<file path="config.mk">
export PLATFORM = sky130hd
export DESIGN_NAME = uart_tx_arbiter
export DESIGN_NICKNAME = d
export VERILOG_FILES = /design/src/rtl/uart_tx_arbiter.sv
export SDC_FILE = /design/constraint.sdc
export NUM_CORES = 1
export LEC_CHECK = 0
export ABC_AREA = 1
export CORE_ASPECT_RATIO = 1.25
export CORE_MARGIN = 5
export CORE_UTILIZATION = 45
export CTS_CLUSTER_SIZE = 40
export DETAILED_ROUTE_END_ITERATION = 16
export PLACE_DENSITY = 0.75
export SLEW_MARGIN = 5
export SYNTH_ARGS = -nofsm -noshare
export SYNTH_HDL_FRONTEND = slang
export SYNTH_SLANG_ARGS = --single-unit
</file>
<file path="constraint.sdc">
create_clock -name clk -period 3.01 [get_ports clk]
set_clock_uncertainty 0.05 [all_clocks]
set_input_delay 0.602 -clock clk [delete_from_list [all_inputs] [get_ports clk]]
set_output_delay 0.602 -clock clk [all_outputs]
set_load 0.05 [all_outputs]
</file>
<file path="src/rtl/uart_tx_arbiter.sv">
// rtl/uart_tx_arbiter.sv - round-robin per-packet arbiter feeding one uart_sender
//
// Ports:
//   clk, reset_n          clock (uart_sender domain), asynchronous active-low reset
//   req_valid/data/last   per-requester byte stream; byte i on req_data[8i+7:8i]
//   req_ready             byte accepted when req_valid & req_ready
//   ready_to_send         uart_sender idle
//   data_to_send          byte presented to uart_sender (held between bytes)
//   data_to_send_ready    one-cycle send strobe
//   grant_valid/grant_id  packet in progress and its owner
//   ack_err, err_clr      sticky acknowledge-watchdog error and its clear
//   pkt_count             completed packets, wrapping
module uart_tx_arbiter #(
    parameter int NUM_REQ     = 2,
    parameter int ACK_TIMEOUT = 16,
    parameter int CNT_W       = 16
) (
    input  logic                 clk,
    input  logic                 reset_n,
    input  logic [NUM_REQ-1:0]   req_valid,
    input  logic [8*NUM_REQ-1:0] req_data,
    input  logic [NUM_REQ-1:0]   req_last,
    output logic [NUM_REQ-1:0]   req_ready,
    input  logic                 ready_to_send,
    output logic [7:0]           data_to_send,
    output logic                 data_to_send_ready,
    output logic                 grant_valid,
    output logic [1:0]           grant_id,
    output logic                 ack_err,
    input  logic                 err_clr,
    output logic [CNT_W-1:0]     pkt_count
);

    localparam int TO_W = $clog2(ACK_TIMEOUT + 1);

    typedef enum logic [2:0] {
        S_IDLE,
        S_FETCH,
        S_STROBE,
        S_WAIT_ACK,
        S_WAIT_DONE
    } state_t;

    state_t          state;
    state_t          state_next;
    logic [1:0]      last_grant;
    logic            last_flag;
    logic [TO_W-1:0] ack_cnt;

    logic            pick_found;
    logic [1:0]      pick_id;
    logic            sel_valid;
    logic            sel_last;
    logic [7:0]      sel_data;
    logic            accept;
    logic            ack_timeout;

    // Round-robin pick: scan offsets 1..NUM_REQ from the previous owner so
    // the previous owner is considered last.
    always_comb begin
        pick_found = 1'b0;
        pick_id    = 2'd0;
        for (int k = 1; k <= NUM_REQ; k++) begin
            for (int i = 0; i < NUM_REQ; i++) begin
                if (!pick_found && req_valid[i] &&
                    ((int'(last_grant) + k) % NUM_REQ == i)) begin
                    pick_found = 1'b1;
                    pick_id    = 2'(i);
                end
            end
        end
    end

    // Granted requester's stream
    always_comb begin
        sel_valid = 1'b0;
        sel_last  = 1'b0;
        sel_data  = 8'h00;
        for (int i = 0; i < NUM_REQ; i++) begin
            if (grant_id == 2'(i)) begin
                sel_valid = req_valid[i];
                sel_last  = req_last[i];
                sel_data  = req_data[8*i +: 8];
            end
        end
    end

    assign accept      = (state == S_FETCH) && sel_valid && ready_to_send;
    // Fires on the ACK_TIMEOUT-th cycle spent in WAIT_ACK with the sender still idle
    assign ack_timeout = (state == S_WAIT_ACK) && ready_to_send &&
                         (ack_cnt == TO_W'(ACK_TIMEOUT - 1));

    always_comb begin
        state_next         = state;
        req_ready          = '0;
        data_to_send_ready = 1'b0;
        case (state)
            S_IDLE: begin
                if (pick_found) state_next = S_FETCH;
            end
            S_FETCH: begin
                for (int i = 0; i < NUM_REQ; i++) begin
                    if (grant_id == 2'(i)) req_ready[i] = ready_to_send;
                end
                if (accept) state_next = S_STROBE;
            end
            S_STROBE: begin
                data_to_send_ready = 1'b1;
                state_next         = S_WAIT_ACK;
            end
            S_WAIT_ACK: begin
                if (!ready_to_send || ack_timeout) state_next = S_WAIT_DONE;
            end
            S_WAIT_DONE: begin
                if (ready_to_send) state_next = last_flag ? S_IDLE : S_FETCH;
            end
            default: state_next = S_IDLE;
        endcase
    end

    always_ff @(posedge clk or negedge reset_n) begin
        if (!reset_n) begin
            state        <= S_IDLE;
            grant_valid  <= 1'b0;
            grant_id     <= 2'd0;
            last_grant   <= 2'(NUM_REQ - 1);
            data_to_send <= 8'h00;
            last_flag    <= 1'b0;
            ack_cnt      <= '0;
            ack_err      <= 1'b0;
            pkt_count    <= '0;
        end else begin
            state <= state_next;
            case (state)
                S_IDLE: begin
                    if (pick_found) begin
                        grant_id    <= pick_id;
                        grant_valid <= 1'b1;
                    end
                end
                S_FETCH: begin
                    if (accept) begin
                        data_to_send <= sel_data;
                        last_flag    <= sel_last;
                    end
                end
                S_STROBE: begin
                    ack_cnt <= '0;
                end
                S_WAIT_ACK: begin
                    ack_cnt <= ack_cnt + TO_W'(1);
                end
                S_WAIT_DONE: begin
                    if (ready_to_send && last_flag) begin
                        grant_valid <= 1'b0;
                        last_grant  <= grant_id;
                        pkt_count   <= pkt_count + CNT_W'(1);
                    end
                end
                default: ;
            endcase
            // A watchdog set in the same cycle as a clear takes priority
            if (ack_timeout) begin
                ack_err <= 1'b1;
            end else if (err_clr) begin
                ack_err <= 1'b0;
            end
        end
    end

endmodule

</file>
==> flow_metrics.tcl <==
set metrics [dict create \
    synth.distinct_cells 33 \
    dp_hpwl_um 3210 \
    synth_area_leaders "dfrtp_1, nand2_1, inv_1" \
    post_dp_cell_area_mm2 0.00253 \
    critPathCaptureType "output port" \
    postRouteAntennaNets 0 \
    cts_resized 0 \
    cts.sinks 37 \
    ys_seq_area_share_pct 47.6 \
    fin_util_pct 63.7 \
    synth_top_family_by_area "simple AND/OR/NAND/NOR gates" \
    timing.final.crit_period_ns 2.71 \
    relSlewSlack_pct 20.8 \
    critPathKind "reg2out" \
    yosysTopAreaCell "dfrtp_1" \
    fin_area_mm2 0.00263 \
    vias_per_cell 4.91 \
    cts_buffer_depth 2 \
    async_reset_ff_share_pct 100 \
    wl_per_cell_um 12.4 \
    syn_inst 226 \
    wirelength_um 4190 \
    htree_levels 2 \
    cpPeakStageDelay_ns 0.82 \
    fin_setup_tns_ns 0 \
    cts_tree "yes" \
    p_leak_nw 1.21 \
    cp-start-kind "flop" \
    finalPower_mw 2.04 \
    drt_iter0_markers 63 \
    fin_ws_ns 0.299 \
    critPathArrivalTime_ns 2.06 \
    start_util_pct 47.2 \
    track_usage_pct 16.4 \
    crit_chain "inv_1 -> nand2_1 -> nor2_1 -> clkdlybuf4s50_1" \
    syn_nets 253 \
    fmax_mhz 369 \
    fin_crit_sh_pct 90.1 \
    multi_input_area_um2 875 \
    fin_nets 308 \
    setup_viol 0 \
    synth-xor-area-share_pct 4.94 \
    yosys_register_bits 37 \
    preCtsSetupSlack_ns 0.377 \
    synth_compound_area_share_pct 10.6 \
    grt_pass1_vias 1685 \
    cts_post_setup_buffers_inserted 0 \
    ir_drop_v 0.000561 \
    dr.pass1.iters 4 \
    grt_setup_unrepaired "no" \
    clkTransAtPathRegs_ns 0.07 \
    ff_latch_area_um2 927 \
    required_ns 2.36 \
    fin_cells 338 \
    yosys.area_share.adder_pct 1.93 \
    hold_class "in2async" \
    die_h_um 83.6 \
    diodes 0 \
    synth_mux_area_share_pct 0 \
    cts_made_buffers 5 \
    drive_above_1_share_pct 12.1 \
    vias 1659 \
    outcome "finished clean" \
    grt_max_degree 38 \
    area_growth_pct 35.0 \
    path_max_fanout 6 \
    drc 0 \
    drv_cap 0 \
    synth-edff-count 0 \
    crit_slowest_cell "clkdlybuf4s50_1" \
    synth_top_area_share_pct 46.2 \
    report.final.hold_viol_count 0 \
    final_common_cell "nand2_1" \
    overflow 0 \
    p_per_area_mw_per_mm2 774 \
    syn-cell-area_mm2 0.00195 \
    core-area_mm2 0.00413 \
    dp_cells 330 \
    portBuffers 53 \
    synth.avg_cell_area_um2 8.63 \
    mostFrequentLayoutCells "nand2_1, clkdlybuf4s50_1, dfrtp_1, inv_1, o21ai_0" \
    die_x_um 68.9 \
    drv_slew 0 \
    die-area_mm2 0.00576 \
    fillCellCount 377 \
    synth_ff_type "dfrtp_1" \
    insertion_delay_ns 0.29 \
    rrSetupSlack_ns 0.86 \
    tightest_slew_ns 1.18 \
    antenna_found_initial 0 \
    ios 55 \
    rows 26 \
    synth_simple_gate_area_share_pct 27.2 \
    grt_pass1_wl_um 7270 \
    gp_congestion 0.752 \
    cts-root-buf "clkbuf_8" \
    yosys_warnings 0 \
    cts_hold_buf 0 \
    hold_slack_ns 0.348 \
]
## synthesized netlist by cell type, types with 2 or more instances
cell type	number
nand2_1	52
dfrtp_1	36
inv_1	27
o21ai_0	17
nor2_1	16
o211ai_1	10
or2_2	9
nand3_1	8
xor2_1	8
nand4_1	5
nor2_4	5
ha_1	3
nor3_1	3
xnor2_1	3
a21oi_1	2
buf_6	2
clkbuf_1	2
nand2_2	2
o22ai_1	2
## critical path: cells and delay by family (launching register included)
family        cells  cell delay, ns
buf+inv           2            0.94
flops             1            0.48
simple gates      2            0.35
## area by class of cell
cell class / count / area share (%)
flip-flops and latches: 37 / 35.2
well taps: 56 / 2.66
repair buffers: 54 / 21.0
clock inverters: 1 / 0.190
multi-input cells: 155 / 33.2
inverters: 28 / 3.99
clock buffers: 7 / 3.66
## state kept, by name (all words and copies together) (netlist names)
signal        count
ack_cnt           5
ack_err           1
last_flag         1
pkt_count        16
last_grant        1
data_to_send      8
grant_valid       1
state             3
grant_id          1
## metal layers
layer | vias up | share of wire (%) | track usage, %
li1 | 835 | - | -
met2 | 43 | 50 | 27.1
met3 | 6 | 6.7 | 5.93
met4 | 0 | 1.1 | 6.03
met1 | 775 | 42 | 18.8
met5 | - | 0 | 0
## report_power, final
part	switching (mW)	internal (mW)
Sequential	0.0903	0.615
Clock	0.176	0.207
Combinational	0.629	0.320
Total	0.896	1.14
## cell families after synthesis
| kind of cell | after synthesis |
|---|---|
| AND/OR/NAND/NOR | 106 |
| flip-flops | 37 |
| AO/OA/AOI/OAI | 34 |
| buffers and inverters | 34 |
| XOR/XNOR | 11 |
| adder cells (fa/ha/maj) | 3 |
| other | 1 |
## final timing paths
check,from,endpoint,cells after the start
setup / recovery,state[2]$_DFFE_PN0P_,data_to_send_ready,4
hold / removal,reset_n,ack_cnt[3]$_DFFE_PN0P_,1
setup reg to reg,grant_id[0]$_DFFE_PN0P_,state[2]$_DFFE_PN0P_,5
hold reg to reg,last_grant[0]$_DFFE_PN1P_,last_grant[0]$_DFFE_PN1P_,2
max in group asynchronous,reset_n,pkt_count[4]$_DFFE_PN0P_,1
min in group clk,last_grant[0]$_DFFE_PN1P_,last_grant[0]$_DFFE_PN1P_,2
Power figures use the tool's default switching activity.
==> RTL edit 1 (config.mk and constraints unchanged) <==
Change the parameter `ACK_TIMEOUT` from 16 to 32.
--- a/src/rtl/uart_tx_arbiter.sv
+++ b/src/rtl/uart_tx_arbiter.sv
@@ -14,3 +14,3 @@
     parameter int NUM_REQ     = 2,
-    parameter int ACK_TIMEOUT = 16,
+    parameter int ACK_TIMEOUT = 32,
     parameter int CNT_W       = 16
Function: same outputs for any inputs over 10 cycles, from zero or initial values and one cycle with reset_n low; that may be too few to reach the edited logic, so the function may still have changed.
==> RTL edit 1 against the unedited design <==
Register-to-register slack improved by 0.59 ns. Setup slack improved by 0.10 ns. Cell count increased by 16%. Routed wire length increased by 14%. Highest routed layer unchanged. Cell area increased by 6.4%. Critical endpoint unchanged. Total power increased by 14%. Synthesized area increased by 8.5%. Non-clock buffer count unchanged. Sequential cell count increased by 1.
==> RTL edit 1: results (changes against the unedited design) <==
status finished clean; syn_nets 302 (+19%); post-place setup slack 0.557 ns (+0.180 ns); pin count of the biggest net entering global routing 39 (+2.6%); CTS buffer count 5 (unchanged); Max Fanout on Critical Path 4 (-2); worst skew pair latency 0.29 ns (about the same); hpwl dp 3530 um (+9.8%); M2 GR Usage 29.5% (+2.4 points); worst-margin pin slew 0.846 ns (-0.329 ns); biggest regs pkt_count x16, data_to_send x8, ack_cnt x6; antenna violations before repair 0 (unchanged); worst vdd rail ir drop 530 uV (-5.5%); Worst-path clk slew 0.08 ns; multiplexer share of the synthesized area 0% (unchanged); Top delay family on crit path buffers and inverters; GP Congestion 0.791 (+5.3%); M3 GR Usage 4.18% (-1.8 points); global-route wire length before repair 8430 um (+16%); post-synth cell types 31 (-6.1%); adder-cell share of the synthesized area 1.18% (-0.74 points); Top FF cell, synth dfrtp_1; Arr. time, crit path 1.96 ns (-0.10 ns); Worst Setup EP data_to_send_ready; register area share after synthesis 45.0% (-2.5 points); FFs w/ async S/R, synth 100% (unchanged); ANT cells 0 (unchanged); placed cell area 2710 um^2 (+7.1%); input/output buffers 53 (unchanged); layout cells sized above 1 7.81% (-4.2 points); clk root buf clkbuf_8; Max H-tree Level 2 (unchanged); met1 GRT Util 19.5% (+0.65 points); metal1 wirelength 2030 um (+15%); final worst slack 0.402 ns (+0.103 ns); Met2 Routed Length 2360 um (+12%); Met3 Wirelength 269 um (-3.9%); LEAKAGE 0.00139 uW (+15%); nets 358 (+16%); Synth Area in Compound Gates 8.70% (-1.9 points); Area contributors post-synth dfrtp_1, nand2_1, nor2_1, inv_1, nand3_1; XOR/XNOR share of the synthesized area 3.67% (-1.3 points); CTS resizes 0 (unchanged); path category of the worst min-delay check in -> async; number of filler cells placed in the layout 417 (+11%); drt first-iter violations 94 (+49%); Overall Global Routing Usage 17.1% (+0.70 points); Synth top cells by count nand2_1, nor2_1, dfrtp_1; flop-to-flop setup slack 1.45 ns (+0.59 ns); 1st-pass router iterations 4 (unchanged); crit path from state[1]; vias in the first global route 1,972 (+17%); top routing layer used met4; Worst R2R Start pkt_count[0]; r2r worst-path depth 6 (+1); Avg WL per Cell 12.2 um (-1.8%); Via density 4.94 (+0.68%); Worst path max stage delay 0.80 ns (-0.02 ns); Fin. Hold Viols 0 (unchanged); worst r2r dst pkt_count[8]
[RTL edit 1: changes by cell type after synthesis, moves of 7 or more]
| cell | change |
|---|---|
| nand2_1 | +31 |
| o21ai_0 | -7 |
| o211ai_1 | -10 |
| or2_2 | -8 |
| nor2_1 | +27 |
| o31ai_1 | +8 |
[RTL edit 1: stage by stage]
| stage | hold slack (ns) | cells | util, % |
|---|---|---|---|
| after floorplan | 0.256 | 276 | - |
| after global placement | 0.413 | 385 | 58.1 |
| after detailed placement | 0.423 | 385 | 58.1 |
| after CTS | 0.396 | 393 | 60.1 |
| after global routing | 0.436 | 393 | 60.1 |
| final | 0.357 | 393 | 60.1 |
[RTL edit 1: cell type report]
class	count	share of cell area (%)
timing repair buffer	54	19.7
sequential	38	34.0
clock buffer	7	3.08
multi-input combinational	200	35.9
clock inverter	1	0.179
inverter	33	4.42
tap	60	2.68
[RTL edit 1: where the power goes]
part           switching [uW]  internal (uW)
clock                     184            185
sequential                121            655
combinational             784            398
==> RTL edit 2 (config.mk and constraints unchanged) <==
Without the edit above. Reset style: synchronous (`reset_n`), changed in one clocked block. Comments in the files are not updated.
--- a/src/rtl/uart_tx_arbiter.sv
+++ b/src/rtl/uart_tx_arbiter.sv
@@ -120,3 +120,3 @@
 
-    always_ff @(posedge clk or negedge reset_n) begin
+    always_ff @(posedge clk) begin
         if (!reset_n) begin
Function: differs if reset_n is asserted again (counterexample within 4 cycles, from zero or initial values and one cycle with reset_n low); with reset_n held inactive, the same outputs for 10 cycles.
==> RTL edit 2 against the unedited design <==
Routed wire length grew 7.2%. Sequential cell count is the same. Via count rose by 14%. Total power is 30% lower. Synthesized cell count rose by 26%. Setup slack improved by 0.14 ns. Cell area is 3.6% lower. Fmax grew 5.5%. Synthesized area decreased by 2.8%. Count of clock-buffer cells in the layout shrank 2. Highest routed layer unchanged.
==> RTL edit 2: results (changes against the unedited design) <==
Synth top cells by count nand2_1, nor2_1, dfxtp_1; post-synth cell types 32 (-3.0%); Overall Global Routing Usage 17.9% (+1.5 points); placed cell area 2450 um^2 (-3.1%); hpwl dp 3390 um (+5.5%); drt first-iter violations 152 (+140%); worst-margin pin slew 0.527 ns (-0.648 ns); Yosys warnings 0 (unchanged); syn_nets 312 (+23%); post-detailed-routing wire length 4490 um (+7.2%); clk root buf clkbuf_8; Synth Area per Inst 6.65 um^2 (-23%); Finish-stage setup viols 0 (unchanged); ANT cells 0 (unchanged); worst skew pair latency 0.30 ns; FFs w/ async S/R, synth 0% (-100 points); Worst R2R Start grant_id[0]; GP Congestion 0.803 (+6.8%); layout cells sized above 1 6.47% (-5.6 points); Via density 4.76 (-3.1%); clock buffer depth 2 (unchanged); antenna violations before repair 0 (unchanged); global-route wire length before repair 7780 um (+6.9%); Post-CTS Setup Bufs 0 (unchanged); status finished clean; Worst-path clk slew 0.08 ns; post-place setup slack 0.633 ns (+0.256 ns); Area contributors post-synth dfxtp_1, nand2_1, nor2_1, inv_1, nand3_1; 1st-pass router iterations 4 (unchanged); placed cell count 388 (+18%); pin count of the biggest net entering global routing 24 (-37%); LEAKAGE 0.00103 uW (-14%); M3 GR Usage 4.74% (-1.2 points); Max Fanout on Critical Path 7 (+1); nets 366 (+19%); vias in the first global route 1,814 (+7.7%); CTS buffer count 5 (unchanged); path category of the worst min-delay check reg -> reg; Layout Cells excl Fill 396 (+17%); crit path from state[2]; met1 GRT Util 20.0% (+1.2 points); Arr. time, crit path 1.92 ns (-0.14 ns); worst vdd rail ir drop 393 uV (-30%); M2 GR Usage 32.2% (+5.1 points); hold path start ack_cnt[4]; register area share after synthesis 39.1% (-8.5 points)
-- RTL edit 2: cell type report --
cell class                 instances  area [um^2]
multi-input combinational        205          968
clock inverter                     3         17.5
clock buffer                       5         68.8
fill                             411         1560
sequential                        37          741
inverter                          35          131
tap                               56         70.1
timing repair buffer              55          541
-- RTL edit 2: final timing paths --
| path | depth (start not counted) | to | slack [ns] |
|---|---|---|---|
| max | 4 | data_to_send_ready | 0.44 |
| min | 2 | ack_cnt[4] | 0.43 |
| max reg2reg | 8 | data_to_send[4] | 1.27 |
| min reg2reg | 2 | ack_cnt[4] | 0.43 |
-- RTL edit 2: logic make-up (layout without fill, tap and decap cells) --
group / Yosys count / in the layout / share of synthesized area (%)
flip-flops: 37 / 37 / 39.1
buffers and inverters: 43 / 98 / 9.77
other: 1 / 1 / 0.198
adder cells (fa/ha/maj): 3 / 3 / 1.98
XOR/XNOR: 2 / 2 / 0.925
AO/OA/AOI/OAI: 26 / 26 / 7.40
AND/OR/NAND/NOR: 173 / 173 / 40.6
-- RTL edit 2: power breakdown --
part,leakage (uW),total (uW),switching (uW),internal (uW)
combinational,0.000691,501,329,172
clock,0.0000439,343,184,160
sequential,0.000300,586,46.7,539
-- RTL edit 2: worst max-delay path, cell delays in order (launching register included) --
cell	delay [ns]
dfxtp_1	0.37
inv_1	0.13
nand2_2	0.12
nor2_1	0.17
clkdlybuf4s50_1	0.83
-- RTL edit 2: metal layers --
layer	routed length [um]	up-vias	share of wire [%]
li1	-	1008	-
met2	2330	27	52
met4	70	0	1.6
met3	152	8	3.4
met5	0	-	0
met1	1930	841	43
